## config.mk

```make
export PLATFORM = sky130hd
export DESIGN_NAME = stack_seq_flat
export DESIGN_NICKNAME = d
export VERILOG_FILES = /design/src/rtl/stack_seq_pkg.sv /design/src/rtl/stack_seq_if.sv /design/src/rtl/stack_seq_alu.sv /design/src/rtl/stack_seq.sv /design/src/flat_wrapper.sv
export SDC_FILE = /design/constraint.sdc
export NUM_CORES = 1
export LEC_CHECK = 0
export BUFFER_PORTS_ARGS = -buffer_cell sky130_fd_sc_hd__buf_2
export CAP_MARGIN = 10
export CELL_PAD_IN_SITES_DETAIL_PLACEMENT = 2
export CELL_PAD_IN_SITES_GLOBAL_PLACEMENT = 2
export CORE_ASPECT_RATIO = 0.8
export CORE_MARGIN = 3
export CORE_UTILIZATION = 33
export CTS_CLUSTER_DIAMETER = 40
export CTS_CLUSTER_SIZE = 24
export DETAILED_ROUTE_END_ITERATION = 10
export PLACE_DENSITY = 0.76
export SLEW_MARGIN = 5
export SYNTH_ARGS = -nofsm -noshare
export SYNTH_HDL_FRONTEND = slang
export SYNTH_SLANG_ARGS = --single-unit
```

## constraint.sdc

```tcl
create_clock -name clk -period 3.9 [get_ports clk]
set_input_delay 0.195 -clock clk [delete_from_list [all_inputs] [get_ports clk]]
set_output_delay 0.195 -clock clk [all_outputs]
set_load 0.01 [all_outputs]
```

## src/rtl/stack_seq_pkg.sv

```systemverilog
// Shared types for the stack sequencer: data width, opcode and FSM enums,
// and the instruction payload.
package stack_seq_pkg;

  localparam int unsigned DATA_W = 8;
  localparam int unsigned OP_W   = 3;

  typedef enum logic [OP_W-1:0] {
    OP_NOP  = 3'd0,
    OP_PUSH = 3'd1,
    OP_POP  = 3'd2,
    OP_ADD  = 3'd3,
    OP_SUB  = 3'd4,
    OP_AND  = 3'd5,
    OP_OR   = 3'd6,
    OP_DUP  = 3'd7
  } stack_op_e;

  typedef enum logic [2:0] {
    ST_IDLE   = 3'd0,
    ST_POP_A  = 3'd1,
    ST_POP_B  = 3'd2,
    ST_EXEC   = 3'd3,
    ST_PUSH_R = 3'd4
  } stack_seq_state_e;

  typedef struct packed {
    stack_op_e         op;
    logic [DATA_W-1:0] imm;
  } stack_instr_t;

  function automatic logic is_binary(stack_op_e op);
    return (op == OP_ADD) || (op == OP_SUB) || (op == OP_AND) || (op == OP_OR);
  endfunction

endpackage

```

## src/rtl/stack_seq_if.sv

```systemverilog
// Instruction handshake plus stack-side strobes and status of the sequencer.
interface stack_seq_if #(parameter int unsigned DEPTH = 8);
  import stack_seq_pkg::*;

  localparam int unsigned CNT_W = $clog2(DEPTH + 1);

  logic              instr_valid;
  stack_instr_t      instr;
  logic              instr_ready;
  logic              stk_push;
  logic              stk_pop;
  logic [DATA_W-1:0] stk_din;
  logic [DATA_W-1:0] stk_tos;
  logic [DATA_W-1:0] result;
  logic              result_valid;
  logic              err;
  logic [CNT_W-1:0]  depth;

  modport master (
    output instr_valid, instr, stk_tos,
    input  instr_ready, stk_push, stk_pop, stk_din, result, result_valid, err, depth
  );

  modport slave (
    input  instr_valid, instr, stk_tos,
    output instr_ready, stk_push, stk_pop, stk_din, result, result_valid, err, depth
  );

endinterface

```

## src/rtl/stack_seq_alu.sv

```systemverilog
// Combinational ALU for binary stack ops; B is the deeper operand, A the top.
module stack_seq_alu
  import stack_seq_pkg::*;
(
  input  stack_op_e         op,
  input  logic [DATA_W-1:0] b,
  input  logic [DATA_W-1:0] a,
  output logic [DATA_W-1:0] res_c
);

  always_comb begin
    res_c = '0;
    case (op)
      OP_ADD:  res_c = b + a;
      OP_SUB:  res_c = b - a;
      OP_AND:  res_c = b & a;
      OP_OR:   res_c = b | a;
      default: res_c = '0;
    endcase
  end

endmodule

```

## src/rtl/stack_seq.sv

```systemverilog
// Stack instruction sequencer: expands one instruction into push/pop strobes.
// Define STACK_SEQ_DEPTH_CHECK_EN to reject under/overflowing instructions.
module stack_seq
  import stack_seq_pkg::*;
#(
  parameter int unsigned DEPTH = 8
) (
  input  logic      clk,
  input  logic      rst,
  stack_seq_if.slave bus
);

  localparam int unsigned CNT_W = $clog2(DEPTH + 1);

  stack_seq_state_e  state_q, state_d;
  stack_op_e         op_q, op_d;
  logic [DATA_W-1:0] a_q, a_d, b_q, b_d;
  logic [DATA_W-1:0] stk_din_q, stk_din_d, result_q, result_d;
  logic              push_q, push_d, pop_q, pop_d;
  logic              result_valid_q, result_valid_d, err_q, err_d;
  logic              instr_ready_q, instr_ready_d;
  logic [CNT_W-1:0]  depth_q, depth_d;
  logic [DATA_W-1:0] alu_res_c;
  logic              reject_c;
  logic              accept_c;

  stack_seq_alu u_alu (
    .op    (op_q),
    .b     (b_q),
    .a     (a_q),
    .res_c (alu_res_c)
  );

`ifdef STACK_SEQ_DEPTH_CHECK_EN
  always_comb begin
    reject_c = 1'b0;
    case (bus.instr.op)
      OP_PUSH: reject_c = (depth_q == CNT_W'(DEPTH));
      OP_POP:  reject_c = (depth_q == '0);
      OP_DUP:  reject_c = (depth_q == '0) || (depth_q == CNT_W'(DEPTH));
      OP_ADD, OP_SUB, OP_AND, OP_OR: reject_c = (depth_q < CNT_W'(2));
      default: reject_c = 1'b0;
    endcase
  end
`else
  assign reject_c = 1'b0;
`endif

  // Strobes and result are looked ahead from state_d so they register into the cycle they describe.
  always_comb begin
    state_d        = state_q;
    op_d           = op_q;
    a_d            = a_q;
    b_d            = b_q;
    stk_din_d      = stk_din_q;
    result_d       = result_q;
    push_d         = 1'b0;
    pop_d          = 1'b0;
    result_valid_d = 1'b0;
    err_d          = 1'b0;
    depth_d        = depth_q;
    accept_c       = bus.instr_valid && instr_ready_q;

    case (state_q)
      ST_IDLE: begin
        if (accept_c) begin
          if (reject_c) begin
            err_d = 1'b1;
          end else begin
            case (bus.instr.op)
              OP_PUSH: begin
                stk_din_d = bus.instr.imm;
                state_d   = ST_PUSH_R;
              end
              OP_DUP: begin
                stk_din_d = bus.stk_tos;
                state_d   = ST_PUSH_R;
              end
              OP_POP: begin
                result_d       = bus.stk_tos;
                result_valid_d = 1'b1;
                pop_d          = 1'b1;
              end
              default: begin
                if (is_binary(bus.instr.op)) begin
                  op_d    = bus.instr.op;
                  state_d = ST_POP_A;
                end
              end
            endcase
          end
        end
      end
      ST_POP_A: begin
        a_d     = bus.stk_tos;
        state_d = ST_POP_B;
      end
      ST_POP_B: begin
        b_d     = bus.stk_tos;
        state_d = ST_EXEC;
      end
      ST_EXEC: begin
        stk_din_d = alu_res_c;
        state_d   = ST_PUSH_R;
      end
      ST_PUSH_R: state_d = ST_IDLE;
      default:   state_d = ST_IDLE;
    endcase

    if (state_d == ST_PUSH_R) begin
      push_d         = 1'b1;
      result_d       = stk_din_d;
      result_valid_d = 1'b1;
    end
    if ((state_d == ST_POP_A) || (state_d == ST_POP_B)) pop_d = 1'b1;

    // Ready stays low during a POP strobe so the stack can present the new top.
    instr_ready_d = (state_d == ST_IDLE) && !pop_d;

    if (push_d) begin
      depth_d = (depth_q == CNT_W'(DEPTH)) ? '0 : depth_q + CNT_W'(1);
    end else if (pop_d) begin
      depth_d = (depth_q == '0) ? CNT_W'(DEPTH) : depth_q - CNT_W'(1);
    end
  end

  always_ff @(posedge clk) begin
    if (rst) begin
      state_q        <= ST_IDLE;
      op_q           <= OP_NOP;
      a_q            <= '0;
      b_q            <= '0;
      stk_din_q      <= '0;
      result_q       <= '0;
      push_q         <= 1'b0;
      pop_q          <= 1'b0;
      result_valid_q <= 1'b0;
      err_q          <= 1'b0;
      instr_ready_q  <= 1'b1;
      depth_q        <= '0;
    end else begin
      state_q        <= state_d;
      op_q           <= op_d;
      a_q            <= a_d;
      b_q            <= b_d;
      stk_din_q      <= stk_din_d;
      result_q       <= result_d;
      push_q         <= push_d;
      pop_q          <= pop_d;
      result_valid_q <= result_valid_d;
      err_q          <= err_d;
      instr_ready_q  <= instr_ready_d;
      depth_q        <= depth_d;
    end
  end

  assign bus.instr_ready  = instr_ready_q;
  assign bus.stk_push     = push_q;
  assign bus.stk_pop      = pop_q;
  assign bus.stk_din      = stk_din_q;
  assign bus.result       = result_q;
  assign bus.result_valid = result_valid_q;
  assign bus.err          = err_q;
  assign bus.depth        = depth_q;

endmodule

```

## src/flat_wrapper.sv

```systemverilog
// flat-port wrapper written by rule: the top's interface ports become plain ports
module stack_seq_flat import stack_seq_pkg::*;
#(
  parameter int unsigned DEPTH = 8
)
  (clk, rst, bus_instr_valid, bus_instr, bus_stk_tos, bus_instr_ready, bus_stk_push, bus_stk_pop, bus_stk_din, bus_result, bus_result_valid, bus_err, bus_depth);
  stack_seq_if #(.DEPTH(DEPTH)) bus_i ();
  input  logic clk;
  input  logic rst;
  input wire logic [$bits(bus_i.instr_valid)-1:0] bus_instr_valid;
  input wire logic [$bits(bus_i.instr)-1:0] bus_instr;
  input wire logic [$bits(bus_i.stk_tos)-1:0] bus_stk_tos;
  output wire logic [$bits(bus_i.instr_ready)-1:0] bus_instr_ready;
  output wire logic [$bits(bus_i.stk_push)-1:0] bus_stk_push;
  output wire logic [$bits(bus_i.stk_pop)-1:0] bus_stk_pop;
  output wire logic [$bits(bus_i.stk_din)-1:0] bus_stk_din;
  output wire logic [$bits(bus_i.result)-1:0] bus_result;
  output wire logic [$bits(bus_i.result_valid)-1:0] bus_result_valid;
  output wire logic [$bits(bus_i.err)-1:0] bus_err;
  output wire logic [$bits(bus_i.depth)-1:0] bus_depth;
  assign bus_i.instr_valid = bus_instr_valid;
  assign bus_i.instr = bus_instr;
  assign bus_i.stk_tos = bus_stk_tos;
  assign bus_instr_ready = bus_i.instr_ready;
  assign bus_stk_push = bus_i.stk_push;
  assign bus_stk_pop = bus_i.stk_pop;
  assign bus_stk_din = bus_i.stk_din;
  assign bus_result = bus_i.result;
  assign bus_result_valid = bus_i.result_valid;
  assign bus_err = bus_i.err;
  assign bus_depth = bus_i.depth;
  stack_seq #(.DEPTH(DEPTH)) u_core (.clk(clk), .rst(rst), .bus(bus_i));
endmodule
```

==> metrics <==
status complete, no violations; Ports 47; Post-Route Setup TNS 0 ps; most instantiated cells after synthesis nor2_1 (52), dfxtp_1 (46), nand2_1 (41); reg2reg start u_core.op_q[2]; Via density 5.51; Port Buffers 45; clk sinks 46; Area Growth Syn to Fin 13.9%; post-synthesis cell type count 58; max frequency 322 MHz; CP top delay family simple AND/OR/NAND/NOR gates; Final period util 79.6%; antenna viol nets, final 0; Starting Density 35.0%; Max Cap Violations 0; R2R setup slack 800 ps; layout net count 429; clk_skew 3.50 ps; Post-synth ARST share 0%; Synth Instances 357; Synth top area share 32.2%; flops & latches, synth 46; die area 9820 um^2; Least-Margin Pin Slew 926 ps; Endpoint, Worst Hold u_core.b_q[1]; Setup Crit Path Kind reg -> reg; DRT iter0 DRCs 140; clock buffer depth 2; final WL 10100 um; fin cells 503; postcts setup bufs 0; clk slew on worst S/H paths 90 ps; FILL cells 975; cells on worst reg2reg path 10; most numerous cell in the Yosys netlist nor2_1; crit-path max cell delay 540 ps; DRT Pass-1 Iters 4; via count 2770; post-layout min period 3100 ps; core region area 8160 um^2; hold path start bus_stk_tos[1]; final hold vios 0; Post-synth EDFFs 0; Hold Path Cell Cnt 3; Yosys warning total 0; DRC 0; number of global-route vias before repair 2889; WP buf/inv 1; placed insts 495; CTS tree built; first-pass GRT wire length 16100 um; pin count of the biggest net entering global routing 48; Reg-to-Reg End u_core.bus.stk_din[5]; Total GRT Usage 21.7%; Detail Placement HPWL 7520 um; Req. time, crit path 4080 ps; Inserted Clock Buffers 5; Synth area leader dfxtp_1; wire per inst 20.0 um; P per Cell Area 431 nW/um^2; mapped cell area 2860 um^2; Setup crit end kind register; Mean Syn Cell Area 8.00 um^2; H-tree level count 2; CTS root buf clkbuf_8; final slew viol count 0; sequential-to-total area share from yosys stat 32.2%; GP Congestion 0.861; initial antenna violation count 0; RSZ-0062 raised after global routing false; die span in x 110 um; cells along the critical path nor3b_2 -> mux2_2 -> inv_1 -> ha_1 -> nor2b_1 -> o31a_1 -> o21a_1 -> or3_1 -> a31oi_1 -> nor2_1; Critical Path Start u_core.op_q[2]; Post-CTS Hold Fix Bufs 0; layout cells sized above 1 18.2%; row count 29; leakage power 0.00134 uW; Diodes inserted 0; Top FF cell, synth dfxtp_1; syn nets 392; maximum vdd drop 193 uV; Overflow after GRT 0; ranking of synthesized cells by area dfxtp_1 (32%), nor2_1 (6.8%), mux2i_1 (6.7%); Clock Latency Late Sink 320 ps; post-cts resize count 0; Worst EP arrival 3280 ps; Slew HR 38.3%; DIE HEIGHT 89.2 um; final setup vio count 0; CP max stage cell dfxtp_1; critical path peak fanout 11; nature of the critical path startpoint register; HP Class in -> reg
## cells by family (layout without fill, tap and decap cells)
group	after synthesis	in the layout	share of synthesized area, %
simple gates	136	136	23.6
compound gates	97	97	21.9
flops	46	46	32.2
buf+inv	30	68	4.60
mux	23	23	8.23
fa+ha+maj	13	13	5.96
xor+xnor	11	11	3.37
other cells	1	1	0.131
## worst register-to-register path, cell delays in order (launching register included)
cell and delay, ps:
dfxtp_1 540, nor3b_2 510, mux2_2 420, inv_1 60
ha_1 210, nor2b_1 140, o31a_1 290, o21a_1 190
or3_1 300, a31oi_1 220, nor2_1 70
## cell usage in the layout, fill, tap and decap left out, types with 3 or more instances in the layout
master / n
a211oi_1: 5
a21boi_0: 3
a21oi_1: 36
a22oi_1: 11
a31oi_1: 3
and2_1: 3
and3b_1: 4
buf_2: 45
buf_4: 3
clkbuf_8: 6
dfxtp_1: 46
ha_1: 12
inv_1: 12
mux2_2: 4
mux2i_1: 19
nand2_1: 41
nand3_1: 3
nor2_1: 52
nor2b_1: 5
nor3_1: 6
o21a_1: 5
o21ai_0: 12
o22ai_1: 5
or3_1: 3
xnor2_1: 9
## metrics by stage
stage	area (um^2)	power, uW	hold WS, ps	setup WS [ps]	utilization, %
global route	3250	1500	158	477	39.8
floorplan	2860	921	331	1150	-
finish	3250	1400	150	797	39.8
global placement	3160	1050	443	963	38.7
detailed placement	3160	1080	456	832	38.7
CTS	3250	1410	144	801	39.8
## registers in the layout, summed over array words and instances, names as in the netlist, 3 cells and up
signal	cells
u_core.a_q	8
u_core.b_q	8
u_core.bus.result	8
u_core.bus.stk_din	8
u_core.bus.depth	4
u_core.op_q	3
u_core.state_q	3
## routing by layer
layer / vias up / wire length (um) / global-route usage [%]
li1: 1329 / - / -
met1: 1378 / 5050 / 31.2
met2: 53 / 4460 / 33.6
met3: 10 / 425 / 3.83
met4: 0 / 118 / 5.44
met5: - / 0 / 0
## where the power goes
part,total (uW),internal [uW],switching (uW)
combinational,507,217,290
clock,331,143,188
sequential,563,509,54.3
total,1400,869,532
## layout make-up
class                           instances  area, um^2  area share (%)
Tap cell                              108         135            4.15
Clock inverter                          2        12.5           0.385
Timing Repair Buffer                   48         248            7.62
Sequential cell                        46         921            28.3
Inverter                               12        45.0            1.38
Clock buffer                            6        82.6            2.54
Multi-Input combinational cell        281        1810            55.6
## worst max path at each step
stage                       endpoint  slack (ps)  depth (start not counted)
2_1_floorplan   u_core.bus.result[5]        1150                         11
5_1_grt        u_core.bus.stk_din[7]         480                         10
3_3_place_gp   u_core.bus.stk_din[5]         960                         10
3_5_place_dp   u_core.bus.stk_din[5]         830                         10
6_report       u_core.bus.stk_din[5]         800                         10
4_1_cts        u_core.bus.stk_din[5]         800                         10
Power figures use the tool's default switching activity.
